--- src/rtl/pipe_hazard_ctrl.sv ---
// Purpose : load-use / branch / memory-busy hazard controller for a 5-stage pipeline.
// Latency : all control outputs are combinational from inputs and the current FSM state.
// Backpr. : mem_busy freezes every pipeline register and holds the FSM and stall count.
//
// Ports:
//   clk, rst_n                      clock (rising edge), asynchronous active-low reset
//   idex_memread/regwrite/rd        load in EX and its destination register
//   ifid_rs1/rs2, ifid_use_rs1/rs2  ID-stage source registers and whether each is read
//   ex_branch_taken                 redirect resolved in EX
//   mem_busy                        data memory not ready
//   pc_write/ifid_write/idex_write  register update enables
//   ctrl_bubble                     zero the ID/EX control fields (insert NOP)
//   ifid_flush/idex_flush           clear IF/ID and ID/EX
//   perf_stall_cycles/perf_flush_count  saturating counters, only with PIPE_HAZARD_PERF_CNT_EN
//
// Optional feature macro: PIPE_HAZARD_PERF_CNT_EN (adds the two performance counters).

module pipe_hazard_ctrl #(
  parameter int REG_AW          = 5,
  parameter int LU_STALL_CYCLES = 1,
  parameter int CNT_W           = 32
) (
  input  logic              clk,
  input  logic              rst_n,
  input  logic              idex_memread,
  input  logic              idex_regwrite,
  input  logic [REG_AW-1:0] idex_rd,
  input  logic [REG_AW-1:0] ifid_rs1,
  input  logic [REG_AW-1:0] ifid_rs2,
  input  logic              ifid_use_rs1,
  input  logic              ifid_use_rs2,
  input  logic              ex_branch_taken,
  input  logic              mem_busy,
  output logic              pc_write,
  output logic              ifid_write,
  output logic              idex_write,
  output logic              ctrl_bubble,
  output logic              ifid_flush,
  output logic              idex_flush
`ifdef PIPE_HAZARD_PERF_CNT_EN
  ,
  output logic [CNT_W-1:0]  perf_stall_cycles,
  output logic [CNT_W-1:0]  perf_flush_count
`endif
);

  // Counter sized for the largest legal stall length (4) plus one bit.
  localparam int CW = $clog2(4) + 1;

  if (LU_STALL_CYCLES < 1 || LU_STALL_CYCLES > 4) begin : g_bad_param
    $error("pipe_hazard_ctrl: LU_STALL_CYCLES must be in 1..4");
  end

  typedef enum logic [0:0] {
    RUN      = 1'b0,
    LU_STALL = 1'b1
  } state_t;

  state_t          r_state;
  state_t          w_state_nxt;
  logic [CW-1:0]   r_cnt;
  logic [CW-1:0]   w_cnt_nxt;
  logic            w_hazard;

  // x0 is hard-wired zero, so a load targeting it can never create a dependency.
  // A match on both sources still yields a single hazard (one OR term).
  assign w_hazard = idex_memread & idex_regwrite & (idex_rd != '0) &
                    ((ifid_use_rs1 & (idex_rd == ifid_rs1)) |
                     (ifid_use_rs2 & (idex_rd == ifid_rs2)));

  always_ff @(posedge clk or negedge rst_n) begin
    if (!rst_n) begin
      r_state <= RUN;
      r_cnt   <= '0;
    end else begin
      r_state <= w_state_nxt;
      r_cnt   <= w_cnt_nxt;
    end
  end

  always_comb begin
    w_state_nxt = r_state;
    w_cnt_nxt   = r_cnt;
    pc_write    = 1'b1;
    ifid_write  = 1'b1;
    idex_write  = 1'b1;
    ctrl_bubble = 1'b0;
    ifid_flush  = 1'b0;
    idex_flush  = 1'b0;

    if (!rst_n) begin
      // Outputs are gated during reset so nothing updates while the core is held.
      pc_write    = 1'b0;
      ifid_write  = 1'b0;
      idex_write  = 1'b0;
    end else if (mem_busy) begin
      // Full freeze: state and count hold, so busy cycles extend a stall
      // without consuming any of it.
      pc_write    = 1'b0;
      ifid_write  = 1'b0;
      idex_write  = 1'b0;
    end else if (ex_branch_taken) begin
      // The redirect squashes the dependent instruction, so any stall in
      // progress is pointless and is abandoned.
      ifid_flush  = 1'b1;
      idex_flush  = 1'b1;
      w_state_nxt = RUN;
      w_cnt_nxt   = '0;
    end else if (r_state == LU_STALL) begin
      pc_write    = 1'b0;
      ifid_write  = 1'b0;
      ctrl_bubble = 1'b1;
      w_cnt_nxt   = r_cnt - CW'(1);
      if (r_cnt <= CW'(1)) begin
        w_state_nxt = RUN;
        w_cnt_nxt   = '0;
      end
    end else if (w_hazard) begin
      // First stall cycle is taken here in RUN; LU_STALL covers the remainder.
      pc_write    = 1'b0;
      ifid_write  = 1'b0;
      ctrl_bubble = 1'b1;
      if (LU_STALL_CYCLES > 1) begin
        w_state_nxt = LU_STALL;
        w_cnt_nxt   = CW'(LU_STALL_CYCLES - 1);
      end
    end
  end

`ifdef PIPE_HAZARD_PERF_CNT_EN
  logic [CNT_W-1:0] r_perf_stall;
  logic [CNT_W-1:0] r_perf_flush;

  always_ff @(posedge clk or negedge rst_n) begin
    if (!rst_n) begin
      r_perf_stall <= '0;
      r_perf_flush <= '0;
    end else begin
      if (ctrl_bubble && (r_perf_stall != '1)) r_perf_stall <= r_perf_stall + CNT_W'(1);
      if (ifid_flush  && (r_perf_flush != '1)) r_perf_flush <= r_perf_flush + CNT_W'(1);
    end
  end

  assign perf_stall_cycles = r_perf_stall;
  assign perf_flush_count  = r_perf_flush;
`else
  logic [CNT_W-1:0] w_unused_cnt_w;
  assign w_unused_cnt_w = '0;
`endif

endmodule

--- config.mk ---
export PLATFORM = sky130hd
export DESIGN_NAME = pipe_hazard_ctrl
export DESIGN_NICKNAME = d
export VERILOG_FILES = /design/src/rtl/pipe_hazard_ctrl.sv
export SDC_FILE = /design/constraint.sdc
export NUM_CORES = 1
export LEC_CHECK = 0
export ABC_AREA = 1
export BUFFER_PORTS_ARGS = -buffer_cell sky130_fd_sc_hd__buf_2
export CAP_MARGIN = 0
export CORE_AREA = 2 2 39 41
export CTS_CLUSTER_SIZE = 24
export DETAILED_ROUTE_END_ITERATION = 8
export DIE_AREA = 0 0 41 43
export GPL_TIMING_DRIVEN = 0
export PLACE_DENSITY = 0.7
export SLEW_MARGIN = 10
export SYNTH_ARGS = -nofsm -noshare
export SYNTH_HDL_FRONTEND = slang
export SYNTH_SLANG_ARGS = --single-unit
--- constraint.sdc ---
create_clock -name clk -period 1.6 [get_ports clk]
set_clock_uncertainty 0.15 [all_clocks]
set_input_delay 0.08 -clock clk [delete_from_list [all_inputs] [get_ports clk]]
set_output_delay 0.08 -clock clk [all_outputs]
set_load 0.005 [all_outputs]
### After elaboration in Yosys (flattened, before gate mapping)

Index checks and enable logic that the tools add are counted.

| storage, ports and cells | value |
|---|---|
| output and inout port bits | 6 |
| word-level logic and storage cells | 38 |
| bits in registers | 4 |

| operators by class | value |
|---|---|
| multiplexer cells | 21 |
| add/subtract/negate cells | 1 |
| order comparisons | 1 |
| reductions and logical operators | 4 |
| equal/unequal tests | 2 |
| bitwise gates (word level) | 7 |

Operator list:

| kind | number |
|---|---|
| $mux W1 | 18 |
| $eq A5 B5 Y1 | 2 |
| $mux W3 | 3 |
| $and A1 B1 Y1 | 5 |
| $reduce_bool A5 Y1 | 1 |
| $le A3 B1 Y1 const B | 1 |
| $reduce_and A3 Y1 | 1 |
| $sub A3 B1 Y3 const B | 1 |
| $reduce_and A2 Y1 | 1 |
| $reduce_bool A2 Y1 | 1 |
| $not A1 Y1 | 1 |
| $or A1 B1 Y1 | 1 |

### Longest topological paths before layout

Gate-level depths: netlist of run 1.

| depth | value |
|---|---|
| word-level depth | 9 |
| depth in mapped cells | 10 |
| gate-level depth less buffers | 10 |

### Least setup slack after synthesis of run 1

OpenSTA, ideal clock, no wires.

| path | value |
|---|---|
| path type | reg-to-reg |
| from | register r_cnt[0] |
| to | register r_cnt[0] |
| path buffers | 0 |
| cell stages (with the launch flop) | 5 |
| arrival time | 970 ps |
| data required time | 1373 ps |
| clock period less this slack | 1196 ps |
| setup time | 77 ps |
| path slack | 404 ps |
| path through | dfrtp_1 -> ha_1 -> o21ai_1 -> nand3_1 -> o21ai_1 |

| on the way | value |
|---|---|
| word-level cells in the longest chain between the ends | 4 |

RTL lines:

| item | line | text |
|---|---|---|
| start: declaration | 61 | `logic [CW-1:0] r_cnt;` |
| start signal: assignment | 77 | `r_cnt <= w_cnt_nxt;` |
| $sub A3 B1 Y3 or $le A3 B1 Y1 (tied branches) | 113, 114 |  |
| $mux W3 (*) | 114 | `if (r_cnt <= CW'(1)) begin` |
| $mux W3 (*) | 109 | `end else if (r_state == LU_STALL) begin` |
| $mux W3 (*) | 102 | `end else if (ex_branch_taken) begin` |

Mark *: on every way between the ends. The rest lies on a longest branch, timed or not. The select of a mux whose other input is x is not followed.
A chain may end at the register's enable or synchronous reset.

### Worst setup path in the final report of run 1

| path | value |
|---|---|
| from | register r_state |
| to | output pc_write |

| on the way | value |
|---|---|
| word-level cells in the longest chain between the ends | 4 |

RTL lines:

| item | line | text |
|---|---|---|
| start: declaration | 59 | `state_t r_state;` |
| start signal: assignment | 76 | `r_state <= w_state_nxt;` |
| $mux W1 | 109 |  |
| $mux W1 | 102 |  |
| $mux W1 | 96 | `end else if (mem_busy) begin` |
| $mux W1 | 91 | `if (!rst_n) begin` |
| end: declaration | 34 | `output logic pc_write,` |

Every way passes these cells.

==> impl_metrics.ini, run 1 <==
[clock_tree]
clk_latency_ps = 230
hold_buffers = 1
cts_root_buf = clkbuf_4
cts_resized = 0
cts_post_setup_buffers_inserted = 0
clockBufferDepth = 2
cts_tree = yes
cts_made_buffers = 3
clk_pin_slew_ps = 30
cts-htree-levels = 1
cts.sinks = 4

[drt]
vias_per_cell = 4.23
drcViolationCount = 0
vias = 588
ant_nets = 0
wirelength_microns = 1020
first_pass_iters = 4
first_iter_violations = 3
drt-wirelength-per-cell_microns = 7.34

[global_routing]
grt_use_total_pct = 14.3
antenna_found_initial = 0
grt_pass1_wl_microns = 1790
overflow = 0
grt_pass1_vias = 505
grt_max_degree = 6

[yosys]
synth_area_per_cell_sq_um = 5.36
syn-num-nets = 116
yosysTopAreaCell = nand2_1
syn_inst = 91
synth_cell_types = 17
syn-cell-area_sq_um = 488
synthTopCellsByArea = nand2_1 (24%), dfrtp_1 (21%), inv_1 (11%)
ys_seq_area_share_pct = 20.5
ys_ff_latch = 4
ys_warn_count = 0
synth_top_area_share_pct = 23.8

[layout]
area_delta_synth_final_pct = 39.5
final_cell_mix = nand2_1 (31), buf_2 (28), inv_1 (14)
antenna_cells = 0
nets = 150
finish.instance_area_sq_um = 681
mostFrequentLayoutCell = nand2_1
fillers = 149
drive_above_1_share_pct = 37.4

[timing]
setup_violations = 0
fin_crit_ps = 1360
finalHoldViolations = 0
worst_slew_pin_slew_ps = 187
final_max_slew_viol_count = 0
max_slew_margin_pct = 87.4
period_share_pct = 84.9
max_freq_mhz = 737
final.setup.tns_ps = 0
rsz0062_at_grt = no

[worst_setup_path]
worstPathArrival_ps = 1130
r2r-start = r_cnt[0]$_DFFE_PN0P_
crit_path_start = r_state$_DFFE_PN0P_
slowest_delay_ps = 370
cp-end-kind = output port
cp.required_ps = 1370
slowest_stage = dfrtp_1
start_kind = register
critPathMaxFanout = 2
path_cells = inv_1 -> nand2_2 -> a21oi_1 -> buf_4 -> buf_2
path_class = reg -> out

[die]
floorplan.die_area_sq_um = 1760
die_width_microns = 41
start_util_pct = 35.3
coreArea_sq_um = 1380
rows = 14
top_level_ports = 29
die-height_microns = 43

[power]
powerDensity_nw_per_um2 = 819
ir_drop_mv = 0.497
p_leak_nw = 0.455

[place]
dp_hpwl_microns = 914
gp_congestion = 0.801
io_buffers = 28
placed_area_sq_um = 648

[hold_path]
hp-start = mem_busy
min_path_type = in -> reg

[run_status]
outcome = complete, no violations

[job]
max-cap-violations = 0
==> metal layers <==
| metal | routed length (microns) | up-vias | track usage (%) | share of wire (%) |
|---|---|---|---|---|
| li1 | - | 331 | - | - |
| met1 | 464 | 243 | 18.0 | 45 |
| met2 | 497 | 14 | 23.1 | 49 |
| met3 | 58 | 0 | 2.09 | 5.7 |
| met4 | 0 | 0 | 6.00 | 0 |
| met5 | 0 | - | 0 | 0 |
==> where the power goes <==
| group | leakage [nW] | total, W | switching, W | internal [W] |
|---|---|---|---|---|
| registers | 0.0544 | 0.000175 | 0.0000313 | 0.000144 |
| logic | 0.387 | 0.000263 | 0.000142 | 0.000121 |
| clock network | 0.0138 | 0.000119 | 0.0000354 | 0.0000835 |
==> per-stage QoR <==
step	worst slack (ps)	hold WS [ps]	util [%]	total power, W	std cells
2_1_floorplan	404	-366	-	0.000361	91
3_3_place_gp	310	-261	46.8	0.000427	135
3_5_place_dp	297	-258	46.8	0.000444	135
4_1_cts	227	22.8	49.2	0.000570	139
5_1_grt	148	59.7	49.2	0.000630	139
6_report	242	12.0	49.2	0.000558	139
==> Yosys cell counts (all sizes together) <==
cell    count
a21oi       1
buf         2
clkinv      1
dfrtp       4
ha          2
inv        22
nand2      33
nand3       4
nand4       2
nor2       13
o21ai       5
o22ai       1
xor2        1
==> cells by family (layout without fill, tap and decap cells) <==
family,Yosys count,count (layout),share of synthesized area (%)
compound gates,7,7,7.43
simple gates,52,52,44.1
xor+xnor,1,1,1.80
fa+ha+maj,2,2,5.13
flops,4,4,20.5
buf+inv,25,57,21.0
==> sequential cells by signal, indices dropped and copies added, names as in the netlist <==
register  count
r_state       1
r_cnt         3
==> worst paths after layout <==
path | endpoint | slack (ps) | cells past startpoint
max in group asynchronous | r_state$_DFFE_PN0P_ | 1070 | 2
worst max register to register | r_cnt[1]$_DFFE_PN0P_ | 300 | 4
worst max-delay path | pc_write | 240 | 5
worst min-delay path | r_state$_DFFE_PN0P_ | 10 | 3
min in group asynchronous | r_cnt[2]$_DFFE_PN0P_ | 70 | 2
worst min register to register | r_cnt[0]$_DFFE_PN0P_ | 380 | 1
==> critical path, delay by kind of cell, from the launching register on <==
family	cells	cell delay (ps)
buffers and inverters	3	310
AOI/OAI and AO/OA	1	160
and+or+nand+nor	1	70
DFF	1	370
==> layout make-up <==
| class | instances | area [sq um] | share of cell area [%] |
|---|---|---|---|
| Multi-Input combinational cell | 62 | 285 | 41.9 |
| Tap cell | 16 | 20.0 | 2.94 |
| Clock buffer | 3 | 22.5 | 3.31 |
| Timing Repair Buffer | 29 | 150 | 22.1 |
| Sequential cell | 4 | 100 | 14.7 |
| Inverter | 23 | 87.6 | 12.9 |
| Buffer | 2 | 15.0 | 2.21 |
(Power assumes the default switching activity.)
==> inputs of run 2 (changes only) <==
==> constraint.sdc (replaced) <==
create_clock -name clk -period 1.3 [get_ports clk]
set_clock_uncertainty 0.15 [all_clocks]
set_input_delay 0.065 -clock clk [delete_from_list [all_inputs] [get_ports clk]]
set_output_delay 0.065 -clock clk [all_outputs]
set_load 0.005 [all_outputs]
==> run 2 against run 1 <==
Effect of this change: total power is 39% higher; sequential cell count stayed put; combinational power is 57% higher; first-iteration DRC count is 67% lower; critical path depth stayed put; die area stayed put; cell count is 1.4% higher; core utilization is 2.4 points higher; cell area is 5.0% higher; non-clock buffer count is 2 higher; highest routed layer unchanged.
==> impl_metrics.ini, run 2 (synthesis results as in run 1) <==
[drt]
vias_per_cell = 4.30
wirelength_microns = 1080
ant_nets = 0
drt-wirelength-per-cell_microns = 7.62
vias = 606
first_iter_violations = 1
drcViolationCount = 0
first_pass_iters = 4

[global_routing]
overflow = 0
grt_max_degree = 6
grt-busiest-layer = met2
grt_pass1_wl_microns = 1810
grt_use_total_pct = 14.5
antenna_found_initial = 0
grt_pass1_vias = 513
met1_usage_pct = 18.0
met3_usage_pct = 2.09
gr-usage-met2_pct = 23.8

[clock_tree]
cts_made_buffers = 3
clockBufferDepth = 2
clk_pin_slew_ps = 30
cts.sinks = 4
cts_root_buf = clkbuf_4
cts_tree = yes
cts-htree-levels = 1
clk_latency_ps = 230

[layout]
final_util_pct = 51.6
antenna_cells = 0
final_cell_mix = nand2_1 (31), buf_2 (27), inv_1 (13)
reg_top3 = r_cnt x3, r_state x1
nets = 152
mostFrequentLayoutCell = nand2_1
largest_reg_flops = 3
top_register = r_cnt
drive_above_1_share_pct = 41.6
fillers = 144
area_delta_synth_final_pct = 46.4

[timing]
finalHoldViolations = 0
final.setup.tns_ps = 0
fin_crit_ps = 1290
period_share_pct = 99.4
setup_violations = 0
fin_ws_ps = 7.51
worst_slew_pin_slew_ps = 193
rsz0062_at_grt = yes
max_freq_mhz = 774
final_max_slew_viol_count = 0
max_slew_margin_pct = 87.0
holdWs_ps = 7.88

[die]
die-height_microns = 43
rows = 14
floorplan.die_area_sq_um = 1760
die_width_microns = 41
coreArea_sq_um = 1380
start_util_pct = 35.3
top_level_ports = 29

[place]
io_buffers = 28
gp_congestion = 0.801
dp_slack_ps = -2.95
dp_hpwl_microns = 914

[worst_setup_path]
cp-end-kind = output port
slowest_stage = dfrtp_1
start_kind = register
worstPathArrival_ps = 1080
path_class = reg -> out
path_delay_family = flip-flops
cp.required_ps = 1090
path_cells = inv_2 -> nand2_2 -> a21oi_2 -> buf_4 -> buf_6
path_buf_inv = 3
critPathMaxFanout = 2
slowest_delay_ps = 380

[run_status]
outcome = complete, no violations

[hold_path]
min_path_type = in -> reg

[power]
total_power_w = 0.000774
p_leak_nw = 0.468
powerDensity_nw_per_um2 = 1080
ir_drop_mv = 0.608

[job]
max-cap-violations = 0
-- run 2: cell types whose count changed in the layout (fill, tap and decap cells not counted) --
cell,previous run,this run
a21oi_2,0,1
inv_2,8,9
nand3_2,0,1
buf_4,2,4
buf_2,28,27
a21oi_1,1,0
buf_6,0,1
o21ai_0,1,0
nand3_1,4,3
o21ai_2,0,1
inv_1,14,13
-- run 2: where the power goes --
part	switching [W]	leakage, nW	internal (W)
Clock	0.0000436	0.0138	0.000103
Combinational	0.000216	0.400	0.000197
Sequential	0.0000381	0.0544	0.000177
-- run 2: final cells by class --
cell class / instances / area (sq um) / share of cell area, %
sequential: 4 / 100 / 14.0
buffer: 2 / 15.0 / 2.10
inverter: 23 / 87.6 / 12.3
timing repair buffer: 31 / 171 / 24.0
clock buffer: 3 / 22.5 / 3.15
multi-input combinational: 62 / 298 / 41.7
tap: 16 / 20.0 / 2.80
-- run 2: path summary, 6_finish.rpt --
| kind | start | slack [ps] | cells after the start | endpoint |
|---|---|---|---|---|
| setup / recovery | r_state$_DFFE_PN0P_ | 8 | 5 | pc_write |
| hold / removal | mem_busy | 8 | 3 | r_state$_DFFE_PN0P_ |
| min in group asynchronous | rst_n | 50 | 2 | r_cnt[2]$_DFFE_PN0P_ |
| hold reg to reg | r_cnt[1]$_DFFE_PN0P_ | 450 | 2 | r_cnt[1]$_DFFE_PN0P_ |
| setup reg to reg | r_cnt[0]$_DFFE_PN0P_ | 50 | 4 | r_cnt[1]$_DFFE_PN0P_ |
| max in group asynchronous | rst_n | 790 | 2 | r_state$_DFFE_PN0P_ |
-- run 2: per-layer routing --
metal	routed length [microns]	vias to the layer above
met2	551	14
met5	0	-
met4	0	0
met1	465	257
li1	-	335
met3	58	0
-- run 2: stage by stage --
| step | area [sq um] | cells |
|---|---|---|
| after floorplan | 488 | 91 |
| after detailed placement | 648 | 135 |
| after global routing | 714 | 141 |
| after CTS | 692 | 140 |
| final | 714 | 141 |
| after global placement | 648 | 135 |
-- run 2: worst reg2reg max path, stage by stage (launching register included) --
cell	delay (ps)
dfrtp_1	400
ha_1	230
o21ai_2	150
nand3_2	120
o22ai_1	130
-- run 2: repair_timing --
| item | 4_1_cts | 5_1_grt |
|---|---|---|
| hold buffers | 1 | 0 |
| endpoints found under the setup margin | 3 | 5 |
| setup buffers | 1 | 1 |
| endpoints found under the hold margin | 4 | 0 |
| gates resized for setup | 2 | 4 |
| pin swaps | 3 | 4 |
==> inputs of run 3 (changes only) <==
--- a/config.mk
+++ b/config.mk
@@ -6,7 +6,7 @@
 export NUM_CORES = 1
 export LEC_CHECK = 0
 export ABC_AREA = 1
-export BUFFER_PORTS_ARGS = -buffer_cell sky130_fd_sc_hd__buf_2
+export BUFFER_PORTS_ARGS = -buffer_cell sky130_fd_sc_hd__buf_4
 export CAP_MARGIN = 0
 export CORE_AREA = 2 2 39 41
 export CTS_CLUSTER_SIZE = 24
==> run 3 against run 2 <==
Effect of this change: clock-buffer cell count unchanged; total power up 0.54%; sequential share of layout area down 1.1 points.
==> impl_metrics.ini, run 3 (synthesis results as in run 1) <==
[clock_tree]
cts_root_buf = clkbuf_4
cts-htree-levels = 1
cts.sinks = 4
clk_pin_slew_ps = 30
clockBufferDepth = 2
cts_tree = yes
cts_made_buffers = 3
clk_latency_ps = 230

[timing]
period_share_pct = 96.7
holdWs_ps = 29.0
setup_violations = 0
max_slew_margin_pct = 86.5
max_freq_mhz = 795
final_max_slew_viol_count = 0
worst_slew_pin_slew_ps = 200
fin_crit_ps = 1260
finalHoldViolations = 0
rsz0062_at_grt = yes
final.setup.tns_ps = 0

[die]
top_level_ports = 29
die-height_microns = 43
floorplan.die_area_sq_um = 1760
rows = 14
start_util_pct = 35.3
die_width_microns = 41
coreArea_sq_um = 1380

[place]
gp_congestion = 0.838
io_buffers = 28
dp_hpwl_microns = 937

[layout]
reg_top3 = r_cnt x3, r_state x1
largest_reg_flops = 3
area_delta_synth_final_pct = 59.0
mostFrequentLayoutCell = nand2_1
antenna_cells = 0
top_register = r_cnt
nets = 151
final_cell_mix = nand2_1 (31), buf_4 (30), inv_1 (13)
drive_above_1_share_pct = 41.1

[worst_setup_path]
cp.required_ps = 1300
worstPathArrival_ps = 1260
cp-end-kind = register
slowest_delay_ps = 410
path_class = reg -> reg
start_kind = register
slowest_stage = dfrtp_1
critPathMaxFanout = 5
path_cells = ha_1 -> o21ai_2 -> nand3_2 -> o21ai_1

[power]
ir_drop_mv = 0.582
powerDensity_nw_per_um2 = 1000
p_leak_nw = 0.481
total_power_w = 0.000778

[drt]
vias = 595
ant_nets = 0
drcViolationCount = 0
first_pass_iters = 3
first_iter_violations = 5
drt-wirelength-per-cell_microns = 7.74
wirelength_microns = 1080
vias_per_cell = 4.25

[global_routing]
antenna_found_initial = 0
grt_use_total_pct = 14.5
grt_pass1_wl_microns = 1770
overflow = 0
grt_max_degree = 6
grt_pass1_vias = 518

[hold_path]
min_path_type = in -> reg

[job]
max-cap-violations = 0

[run_status]
outcome = complete, no violations
run 3: cell types whose count changed in the layout (fill, tap and decap cells not counted), sizes merged:
cell | before | now
dlygate4sd3 | 1 | 2
buf | 32 | 30
run 3: critical path, delay by kind of cell, from the launching register on:
family          cells  cell delay, ps
simple gates        1             120
compound gates      2             280
flops               1             410
fa+ha+maj           1             230
run 3: power breakdown:
group	internal, W	total [W]	switching [W]
Clock	0.000103	0.000150	0.0000474
Sequential	0.000177	0.000217	0.0000400
Combinational	0.000204	0.000411	0.000206
Total	0.000484	0.000778	0.000294
run 3: final timing paths:
check / start / endpoint / slack [ps] / depth (start not counted)
max: r_cnt[0]$_DFFE_PN0P_ / r_cnt[0]$_DFFE_PN0P_ / 40 / 4
min: ex_branch_taken / r_cnt[0]$_DFFE_PN0P_ / 30 / 4
max in group asynchronous: rst_n / r_state$_DFFE_PN0P_ / 800 / 2
max reg2reg: r_cnt[0]$_DFFE_PN0P_ / r_cnt[0]$_DFFE_PN0P_ / 40 / 4
min reg2reg: r_cnt[0]$_DFFE_PN0P_ / r_cnt[0]$_DFFE_PN0P_ / 380 / 1
min in group asynchronous: rst_n / r_cnt[2]$_DFFE_PN0P_ / 40 / 2
run 3: area by class of cell:
cell class	instances	area, sq um
Fill cell	150	608
Multi-Input combinational cell	62	300
Timing Repair Buffer	31	238
Sequential cell	4	100
Inverter	23	87.6
Clock buffer	3	22.5
Tap cell	16	20.0
Buffer	1	7.51
run 3: timing repair:
action                     CTS  global route
buffers inserted             1             0
setup endpoints to repair    3             4
resized for setup            2             3
hold endpoints to repair     5             0
hold buffers                 2             0
pin swaps                    3             1
run 3: through the flow:
stage | std cells | cell area (sq um) | utilization [%] | worst slack, ps
6_report | 140 | 776 | 56.1 | 42.6
5_1_grt | 140 | 776 | 56.1 | -46.0
4_1_cts | 140 | 764 | 55.2 | 3.20
3_5_place_dp | 135 | 718 | 51.9 | -4.99
3_3_place_gp | 135 | 718 | 51.9 | 7.91
2_1_floorplan | 91 | 488 | - | 104
run 3: metal layers:
layer / track usage (%) / up-vias / wire, microns
li1: - / 332 / -
met3: 1.57 / 2 / 52
met5: 0 / - / 0
met4: 9.33 / 0 / 19
met1: 17.4 / 247 / 482
met2: 23.1 / 14 / 529
